$ cat config.mk
export PLATFORM = sky130hd
export DESIGN_NAME = ram_rw_seq_flat
export DESIGN_NICKNAME = d
export VERILOG_FILES = /design/src/rtl/ram_rw_seq_pkg.sv /design/src/rtl/ram_rw_seq_if.sv /design/src/rtl/ram_rw_chk.sv /design/src/rtl/ram_rw_seq.sv /design/src/flat_wrapper.sv
export SDC_FILE = /design/constraint.sdc
export NUM_CORES = 1
export LEC_CHECK = 0
export BUFFER_PORTS_ARGS = -buffer_cell sky130_fd_sc_hd__buf_2
export CORE_MARGIN = 2
export CORE_UTILIZATION = 50
export DETAILED_ROUTE_END_ITERATION = 8
export PLACE_DENSITY = 0.73
export SYNTH_ARGS = -nofsm -noshare
export SYNTH_HDL_FRONTEND = slang
export SYNTH_HIERARCHICAL = 1
export SYNTH_SLANG_ARGS = --single-unit
$ cat constraint.sdc
create_clock -name clk -period 3.9 [get_ports clk]
set_input_delay 0.39 -clock clk [delete_from_list [all_inputs] [get_ports clk]]
set_output_delay 0.39 -clock clk [all_outputs]
set_load 0.01 [all_outputs]
$ cat src/rtl/ram_rw_seq_pkg.sv
// ram_rw_seq_pkg: shared types and helpers for the RAM write/read-back sequencer.
//   state_e  - sequencer FSM states
//   STATE_W  - encoded width of state_e
//   pat()    - address-derived fill pattern; the caller truncates it to the RAM data width
package ram_rw_seq_pkg;

  localparam int STATE_W = 3;
  localparam int PAT_W   = 32;

  typedef enum logic [STATE_W-1:0] {
    ST_IDLE,
    ST_WRITE,
    ST_GAP,
    ST_READ,
    ST_DRAIN,
    ST_DONE
  } state_e;

  // word[a] = (a + seed) mod 2**DATA_W once the caller truncates the result
  function automatic logic [PAT_W-1:0] pat(input logic [PAT_W-1:0] addr,
                                           input logic [PAT_W-1:0] seed);
    return addr + seed;
  endfunction

endpackage

$ cat src/rtl/ram_rw_seq_if.sv
// ram_rw_seq_if: both ports of the simple dual-port RAM.
//   master - sequencer side: drives the write port and the read request, receives read data
//   slave  - RAM side
interface ram_rw_seq_if #(
  parameter int ADDR_W = 6,
  parameter int DATA_W = 8
);
  logic              ram_wr_en;
  logic [ADDR_W-1:0] ram_wr_addr;
  logic [DATA_W-1:0] ram_wr_data;
  logic              ram_rd_en;
  logic [ADDR_W-1:0] ram_rd_addr;
  logic [DATA_W-1:0] ram_rd_data;

  modport master (
    output ram_wr_en, ram_wr_addr, ram_wr_data, ram_rd_en, ram_rd_addr,
    input  ram_rd_data
  );

  modport slave (
    input  ram_wr_en, ram_wr_addr, ram_wr_data, ram_rd_en, ram_rd_addr,
    output ram_rd_data
  );
endinterface

$ cat src/rtl/ram_rw_chk.sv
// ram_rw_chk: read-back checker. The expected word and a valid bit travel through an
// RD_LAT-deep pipeline alongside the RAM read; where valid emerges, the read data is
// compared against it.
//   clk, rst_n     clock, async active-low reset
//   clr_i          accepted start: clears err, err_cnt and the valid pipeline
//   rd_en_i        read request as driven to the RAM
//   rd_addr_i      read address as driven to the RAM
//   seed_i         pattern offset of the current pass
//   rd_data_i      RAM read data, valid RD_LAT cycles after rd_en_i
//   err_o          sticky mismatch flag
//   err_cnt_o      mismatch count, saturating at all-ones
module ram_rw_chk
  import ram_rw_seq_pkg::*;
#(
  parameter int ADDR_W = 6,
  parameter int DATA_W = 8,
  parameter int RD_LAT = 1
) (
  input  logic              clk,
  input  logic              rst_n,
  input  logic              clr_i,
  input  logic              rd_en_i,
  input  logic [ADDR_W-1:0] rd_addr_i,
  input  logic [DATA_W-1:0] seed_i,
  input  logic [DATA_W-1:0] rd_data_i,
  output logic              err_o,
  output logic [ADDR_W:0]   err_cnt_o
);

  logic [RD_LAT-1:0] vld_q;
  logic [DATA_W-1:0] exp_q [RD_LAT];
  logic              err_q;
  logic [ADDR_W:0]   cnt_q;
  logic              hit;

  assign hit = vld_q[RD_LAT-1] && (rd_data_i != exp_q[RD_LAT-1]);

  always_ff @(posedge clk or negedge rst_n) begin
    if (!rst_n) begin
      vld_q <= '0;
      err_q <= 1'b0;
      cnt_q <= '0;
    end else if (clr_i) begin
      vld_q <= '0;
      err_q <= 1'b0;
      cnt_q <= '0;
    end else begin
      vld_q[0] <= rd_en_i;
      for (int i = 1; i < RD_LAT; i++) vld_q[i] <= vld_q[i-1];
      if (hit) begin
        err_q <= 1'b1;
        if (cnt_q != '1) cnt_q <= cnt_q + 1'b1;
      end
    end
  end

  // NOTE: the expected-data pipeline has no reset; it is only looked at when its valid
  // bit is set, and the valid bits are reset, so resetting it would buy nothing.
  always_ff @(posedge clk) begin
    exp_q[0] <= DATA_W'(pat(PAT_W'(rd_addr_i), PAT_W'(seed_i)));
    for (int i = 1; i < RD_LAT; i++) exp_q[i] <= exp_q[i-1];
  end

  assign err_o     = err_q;
  assign err_cnt_o = cnt_q;

endmodule

$ cat src/rtl/ram_rw_seq.sv
// ram_rw_seq: fills every RAM word with an address-derived pattern, then reads every word
// back and compares it. One FSM owns both RAM ports; all outputs are registered.
//   clk, rst_n   clock, async active-low reset (aborts a pass immediately)
//   start        1-cycle pulse, honoured in IDLE or DONE
//   ram          RAM write/read port bundle (ram_rw_seq_if.master)
//   busy         high in WRITE/GAP/READ/DRAIN
//   done         high while in DONE
//   err          sticky mismatch flag, cleared on accepted start
//   err_cnt      mismatch count of this pass, saturating at all-ones
// Build option RAM_RW_SEQ_AUTO_RESTART_EN: DONE lasts one cycle and the next pass starts
// by itself with the seed incremented; err/err_cnt then accumulate across passes and start
// is only honoured from IDLE.
module ram_rw_seq
  import ram_rw_seq_pkg::*;
#(
  parameter int          ADDR_W = 6,
  parameter int          DATA_W = 8,
  parameter int          DEPTH  = 64,
  parameter int          RD_LAT = 1,
  parameter int unsigned SEED   = 0
) (
  input  logic            clk,
  input  logic            rst_n,
  input  logic            start,
  ram_rw_seq_if.master    ram,
  output logic            busy,
  output logic            done,
  output logic            err,
  output logic [ADDR_W:0] err_cnt
);

  localparam logic [ADDR_W-1:0] LAST_ADDR  = ADDR_W'(DEPTH - 1);
  localparam logic [1:0]        DRAIN_LAST = 2'(RD_LAT - 1);

  state_e            state_q;
  logic              wr_en_q, rd_en_q, busy_q, done_q;
  logic [ADDR_W-1:0] wr_addr_q, rd_addr_q;
  logic [DATA_W-1:0] wr_data_q, seed_q;
  logic [1:0]        drain_q;
  logic              start_ok;

`ifdef RAM_RW_SEQ_AUTO_RESTART_EN
  assign start_ok = start && (state_q == ST_IDLE);
`else
  assign start_ok = start && (state_q == ST_IDLE || state_q == ST_DONE);
`endif

  // NOTE: all state, including the registered outputs, is updated with non-blocking
  // assignments; the defaults below are then overridden by the case arms.
  always_ff @(posedge clk or negedge rst_n) begin
    if (!rst_n) begin
      state_q   <= ST_IDLE;
      wr_en_q   <= 1'b0;
      rd_en_q   <= 1'b0;
      wr_addr_q <= '0;
      rd_addr_q <= '0;
      wr_data_q <= '0;
      busy_q    <= 1'b0;
      done_q    <= 1'b0;
      drain_q   <= '0;
      seed_q    <= DATA_W'(SEED);
    end else begin
      // Idle values: enables low, addresses parked at 0
      wr_en_q   <= 1'b0;
      rd_en_q   <= 1'b0;
      wr_addr_q <= '0;
      rd_addr_q <= '0;
      wr_data_q <= '0;
      busy_q    <= 1'b0;
      done_q    <= 1'b0;
      unique case (state_q)
        ST_IDLE, ST_DONE: begin
`ifdef RAM_RW_SEQ_AUTO_RESTART_EN
          if (start_ok || state_q == ST_DONE) begin
            state_q   <= ST_WRITE;
            wr_en_q   <= 1'b1;
            busy_q    <= 1'b1;
            if (state_q == ST_DONE) begin
              seed_q    <= seed_q + 1'b1;
              wr_data_q <= DATA_W'(pat('0, PAT_W'(seed_q) + 1'b1));
            end else begin
              wr_data_q <= DATA_W'(pat('0, PAT_W'(seed_q)));
            end
          end
`else
          if (start_ok) begin
            state_q   <= ST_WRITE;
            wr_en_q   <= 1'b1;
            wr_data_q <= DATA_W'(pat('0, PAT_W'(seed_q)));
            busy_q    <= 1'b1;
          end else begin
            done_q <= (state_q == ST_DONE);
          end
`endif
        end
        ST_WRITE: begin
          busy_q <= 1'b1;
          if (wr_addr_q == LAST_ADDR) begin
            state_q <= ST_GAP;
          end else begin
            wr_en_q   <= 1'b1;
            wr_addr_q <= wr_addr_q + 1'b1;
            wr_data_q <= DATA_W'(pat(PAT_W'(wr_addr_q) + 1'b1, PAT_W'(seed_q)));
          end
        end
        // One dead cycle so the last write is committed before the first read
        ST_GAP: begin
          state_q <= ST_READ;
          rd_en_q <= 1'b1;
          busy_q  <= 1'b1;
        end
        ST_READ: begin
          busy_q <= 1'b1;
          if (rd_addr_q == LAST_ADDR) begin
            state_q <= ST_DRAIN;
            drain_q <= '0;
          end else begin
            rd_en_q   <= 1'b1;
            rd_addr_q <= rd_addr_q + 1'b1;
          end
        end
        // Wait out the read latency so the last word is compared before DONE
        ST_DRAIN: begin
          if (drain_q == DRAIN_LAST) begin
            state_q <= ST_DONE;
            done_q  <= 1'b1;
          end else begin
            drain_q <= drain_q + 1'b1;
            busy_q  <= 1'b1;
          end
        end
        default: state_q <= ST_IDLE;
      endcase
    end
  end

  ram_rw_chk #(
    .ADDR_W (ADDR_W),
    .DATA_W (DATA_W),
    .RD_LAT (RD_LAT)
  ) u_chk (
    .clk       (clk),
    .rst_n     (rst_n),
    .clr_i     (start_ok),
    .rd_en_i   (rd_en_q),
    .rd_addr_i (rd_addr_q),
    .seed_i    (seed_q),
    .rd_data_i (ram.ram_rd_data),
    .err_o     (err),
    .err_cnt_o (err_cnt)
  );

  assign ram.ram_wr_en   = wr_en_q;
  assign ram.ram_wr_addr = wr_addr_q;
  assign ram.ram_wr_data = wr_data_q;
  assign ram.ram_rd_en   = rd_en_q;
  assign ram.ram_rd_addr = rd_addr_q;
  assign busy            = busy_q;
  assign done            = done_q;

endmodule
$ cat src/flat_wrapper.sv
// flat-port wrapper written by rule: the top's interface ports become plain ports
module ram_rw_seq_flat import ram_rw_seq_pkg::*;
#(
  parameter int          ADDR_W = 6,
  parameter int          DATA_W = 8,
  parameter int          DEPTH  = 64,
  parameter int          RD_LAT = 1,
  parameter int unsigned SEED   = 0
)
  (clk, rst_n, start, busy, done, err, err_cnt, ram_ram_wr_en, ram_ram_wr_addr, ram_ram_wr_data, ram_ram_rd_en, ram_ram_rd_addr, ram_ram_rd_data);
  ram_rw_seq_if #(.ADDR_W(ADDR_W), .DATA_W(DATA_W)) ram_i ();
  input  logic clk;
  input  logic rst_n;
  input  logic start;
  output logic busy;
  output logic done;
  output logic err;
  output logic [ADDR_W:0] err_cnt;
  output wire logic [$bits(ram_i.ram_wr_en)-1:0] ram_ram_wr_en;
  output wire logic [$bits(ram_i.ram_wr_addr)-1:0] ram_ram_wr_addr;
  output wire logic [$bits(ram_i.ram_wr_data)-1:0] ram_ram_wr_data;
  output wire logic [$bits(ram_i.ram_rd_en)-1:0] ram_ram_rd_en;
  output wire logic [$bits(ram_i.ram_rd_addr)-1:0] ram_ram_rd_addr;
  input wire logic [$bits(ram_i.ram_rd_data)-1:0] ram_ram_rd_data;
  assign ram_ram_wr_en = ram_i.ram_wr_en;
  assign ram_ram_wr_addr = ram_i.ram_wr_addr;
  assign ram_ram_wr_data = ram_i.ram_wr_data;
  assign ram_ram_rd_en = ram_i.ram_rd_en;
  assign ram_ram_rd_addr = ram_i.ram_rd_addr;
  assign ram_i.ram_rd_data = ram_ram_rd_data;
  ram_rw_seq #(.ADDR_W(ADDR_W), .DATA_W(DATA_W), .DEPTH(DEPTH), .RD_LAT(RD_LAT), .SEED(SEED)) u_core (.clk(clk), .rst_n(rst_n), .start(start), .ram(ram_i), .busy(busy), .done(done), .err(err), .err_cnt(err_cnt));
endmodule
==> summary by stage <==
Outcome
The run finished with clean final reports.

Worst setup path
By startpoint and endpoint, the worst setup path is classified as reg -> reg. In this run the worst setup path begins at u_core/u_chk/err_cnt_o[0]. The kind of end point of the critical path is a flip-flop.

The peak fanout along the critical path is 5. The arrival time of data at the critical path endpoint is 2.00 ns. The data required time at the worst endpoint is 4.11 ns. The worst setup path is launched from a flip-flop.

The launching point of the worst reg2reg path is u_core/u_chk/err_cnt_o[0].

Routing
The first routing iteration left 63 violations. After detailed routing, the number of remaining DRC violations is 0. The routed via count divided by cell count is 4.99.

Signal routing reaches up to met4. The count of nets left with antenna violations once routing finished came out at 0. The amount of wire on met3 after detailed routing is about 170 um. The detailed-route via count is 1,561. After detailed routing, the wire length on met1 is around 1600 um. The met2 wire length is 1830 um. The first TritonRoute pass finished after 4 iterations. In the final routed layout, each cell accounts on average for 11.7 um. The total detailed-routing wirelength is 3680 um.

Flow run
The max-cap violation count is 0.

Placed design
Buffers placed on the I/O ports in this run total 35. The HPWL after detailed placement is 2650 um. The weighted congestion at the end of routability-driven global placement is 0.775.

Prior to clock tree synthesis, the placed netlist has a worst setup slack of 2.13 ns.

Synth
The cell type with the largest total area after synthesis is dfrtp_1. The number of instances in the synthesized netlist is 208. The synthesis-stage register bit count is 39.

Ranked by total cell area, the synthesized netlist is headed by dfrtp_1 37%, dfxtp_1 7.7%, xnor2_1 6.3%. The number of synthesized flops with an enable pin is 0. The post-synthesis area per instance is 9.99 um^2. The number of distinct library cell variants in the gate-level netlist after synthesis is 48. The number of warnings reported in the yosys synthesis log is 22. The most instantiated flip-flop cell in the synthesis netlist is dfrtp_1. After synthesis, the share of flip-flops with an asynchronous set or reset is slightly below 80%.

Summing every instance area after synthesis gives around 0.0021 mm^2. Sequential cells were found to cover ~45% of the synthesized design area. The top cell type's share of synthesized area is 37.3%.

GRT
The overall overflow remaining after global route is 0. The initial antenna violation count was 0. Global routing used between 10% and 20% of the available tracks across all layers. The pin count of the biggest net entering global routing is 32. The number of global-route vias before repair came to roughly 1,500.

The first global-routing pass estimated 6300 um of wire.

STA
The upper clock frequency limit is 556 MHz. The final hold violation count is 0. Between clock sinks in the finished design, the worst skew comes to 0.00442 ns. Setup slack closes at ~2.1 ns.

The count of final max-slew check failures is 0. The worst slew margin relative to its limit is 53.6%. In the final timing run, aggregate negative setup slack is 0 ns.

The number of failing setup endpoints in the final timing report is 0. Subtracting the final worst setup slack from the clock period gives 1.80 ns. Setup repair after global routing left no endpoint under its margin. Of the available clock period, the critical path in the final layout requires 46.1%. For the pin with the worst max-slew slack, the measured transition is ~0.70 ns.

CTS
The CTS root buffer is clkbuf_8. The number of gates given a new drive strength after cts is 0. The clock latency on the worst-skew pair is 0.28 ns.

The clock net in this run drives a total of 39 sinks. The CTS tree is built. The clock slew at the register clock pins of the worst setup and hold paths is 0.07 ns. The quantity of hold-fixing buffers added after cts is 0. The post-CTS setup repair buffer count is 0. The total CTS buffers is 5. In this run the number of H-tree levels came out at 2. The deepest clock path buffer count is 2.

Layout
From synthesis to final layout, the design area changed by 16.3%. 0 antenna diodes ended up in the layout. The final layout contains 284 nets.

The most common cell after layout, fill and taps aside is buf_2. In the layout the commonest cells are 35 x buf_2, 31 x dfrtp_1, 24 x conb_1. In the final layout, the share of cells above drive strength 1 is 20.2%.

Floorplanning
In this run the vertical extent of the chip is around 68 um. The floorplan has 23 rows. For this configuration, the core starts out at a cell density of 52.0%. The width of the die is 68.5 um. The die area is between 0.004 and 0.005 mm^2. In this run the standard cell core region covers 0.00400 mm^2. The number of top-level design ports is 43.

Pwr
The leakage power of the design is 1.11 nW. Summing internal, switching and leakage power gives 1.20 mW. The total power density per cell area is 497 mW/mm^2.

The maximum resistive drop on vdd is around 0.3 mV.

Worst hold path
The class of the most critical hold timing path is in -> async.
==> final timing paths <==
check,endpoint,slack (ns),cells past startpoint
hold / removal,u_core/ram.ram_wr_data[0],0.15,1
min in group clk,u_core/ram.ram_wr_en,0.44,3
max in group asynchronous,u_core/ram.ram_rd_addr[1],3.30,1
hold reg to reg,u_core/ram.ram_wr_addr[0],0.49,1
setup reg to reg,u_core/u_chk/err_cnt_o[3],2.10,6
setup / recovery,u_core/u_chk/err_cnt_o[3],2.10,6
==> cell usage after synthesis (2+ instances only) <==
cell type	n
dfrtp_1	31
nor2_1	21
nand2_1	15
xnor2_1	15
inv_1	11
ha_1	10
a21oi_1	9
dfxtp_1	8
nand3_1	8
o21ai_0	8
buf_4	7
xor2_1	6
nor2b_1	5
nand4_1	4
nor3_1	4
or3_1	4
o21bai_1	3
buf_2	2
mux2i_1	2
nand2b_1	2
nor3_2	2
nor4_1	2
nor4b_1	2
o22ai_1	2
o31a_1	2
==> worst max-delay path: stages, from the launching register on <==
cell and delay [ns]:
dfrtp_1 0.41, ha_1 0.22, and3_4 0.17, a41oi_4 0.24, nand4_1 0.19, or3_1 0.34, a21oi_1 0.15
==> layer usage <==
layer,global-route usage (%),up-vias
met5,0,-
met4,7.25,0
met3,5.59,8
met2,30.5,29
met1,21.0,732
li1,-,792
==> state kept, by name (all words and copies together), names as in the netlist, 2 cells and up <==
signal and cells:
u_core/ram.ram_rd_addr 6, u_core/ram.ram_wr_addr 6, u_core/u_chk/err_cnt_o 7, u_core/state_q 3, u_core/u_chk/exp_q 8, u_core/drain_q 2
==> cell families (layout without fill, tap and decap cells) <==
group,Yosys count,after routing,share of synthesized area [%]
DFF,39,39,45.0
muxes,3,3,1.51
buffers and inverters,22,54,5.72
other,1,24,0.180
and+or+nand+nor,75,75,18.9
xor gates and xnor gates,21,21,8.85
AOI/OAI and AO/OA,36,36,12.8
adders and majority gates,11,11,6.98
==> metrics by stage <==
stage	hold slack (ns)	instances	util (%)	area, um^2
after global routing	0.206	313	60.4	2420
final	0.148	313	60.4	2420
after detailed placement	0.477	305	58.1	2320
after floorplan	0.0944	231	-	2160
after CTS	0.164	313	60.4	2420
after global placement	0.465	305	58.1	2320
==> area by class of cell <==
| class | instances | area, um^2 |
|---|---|---|
| clock buffer | 7 | 86.3 |
| tap | 50 | 62.6 |
| timing repair buffer | 35 | 175 |
| clock inverter | 1 | 5.00 |
| multi-input combinational | 170 | 1110 |
| inverter | 11 | 41.3 |
| fill | 360 | 1580 |
| sequential | 39 | 936 |
==> power by group <==
group	switching (mW)	internal [mW]
combinational	0.187	0.165
clock	0.132	0.143
sequential	0.0833	0.491
total	0.402	0.799
Power figures use the tool's default switching activity.
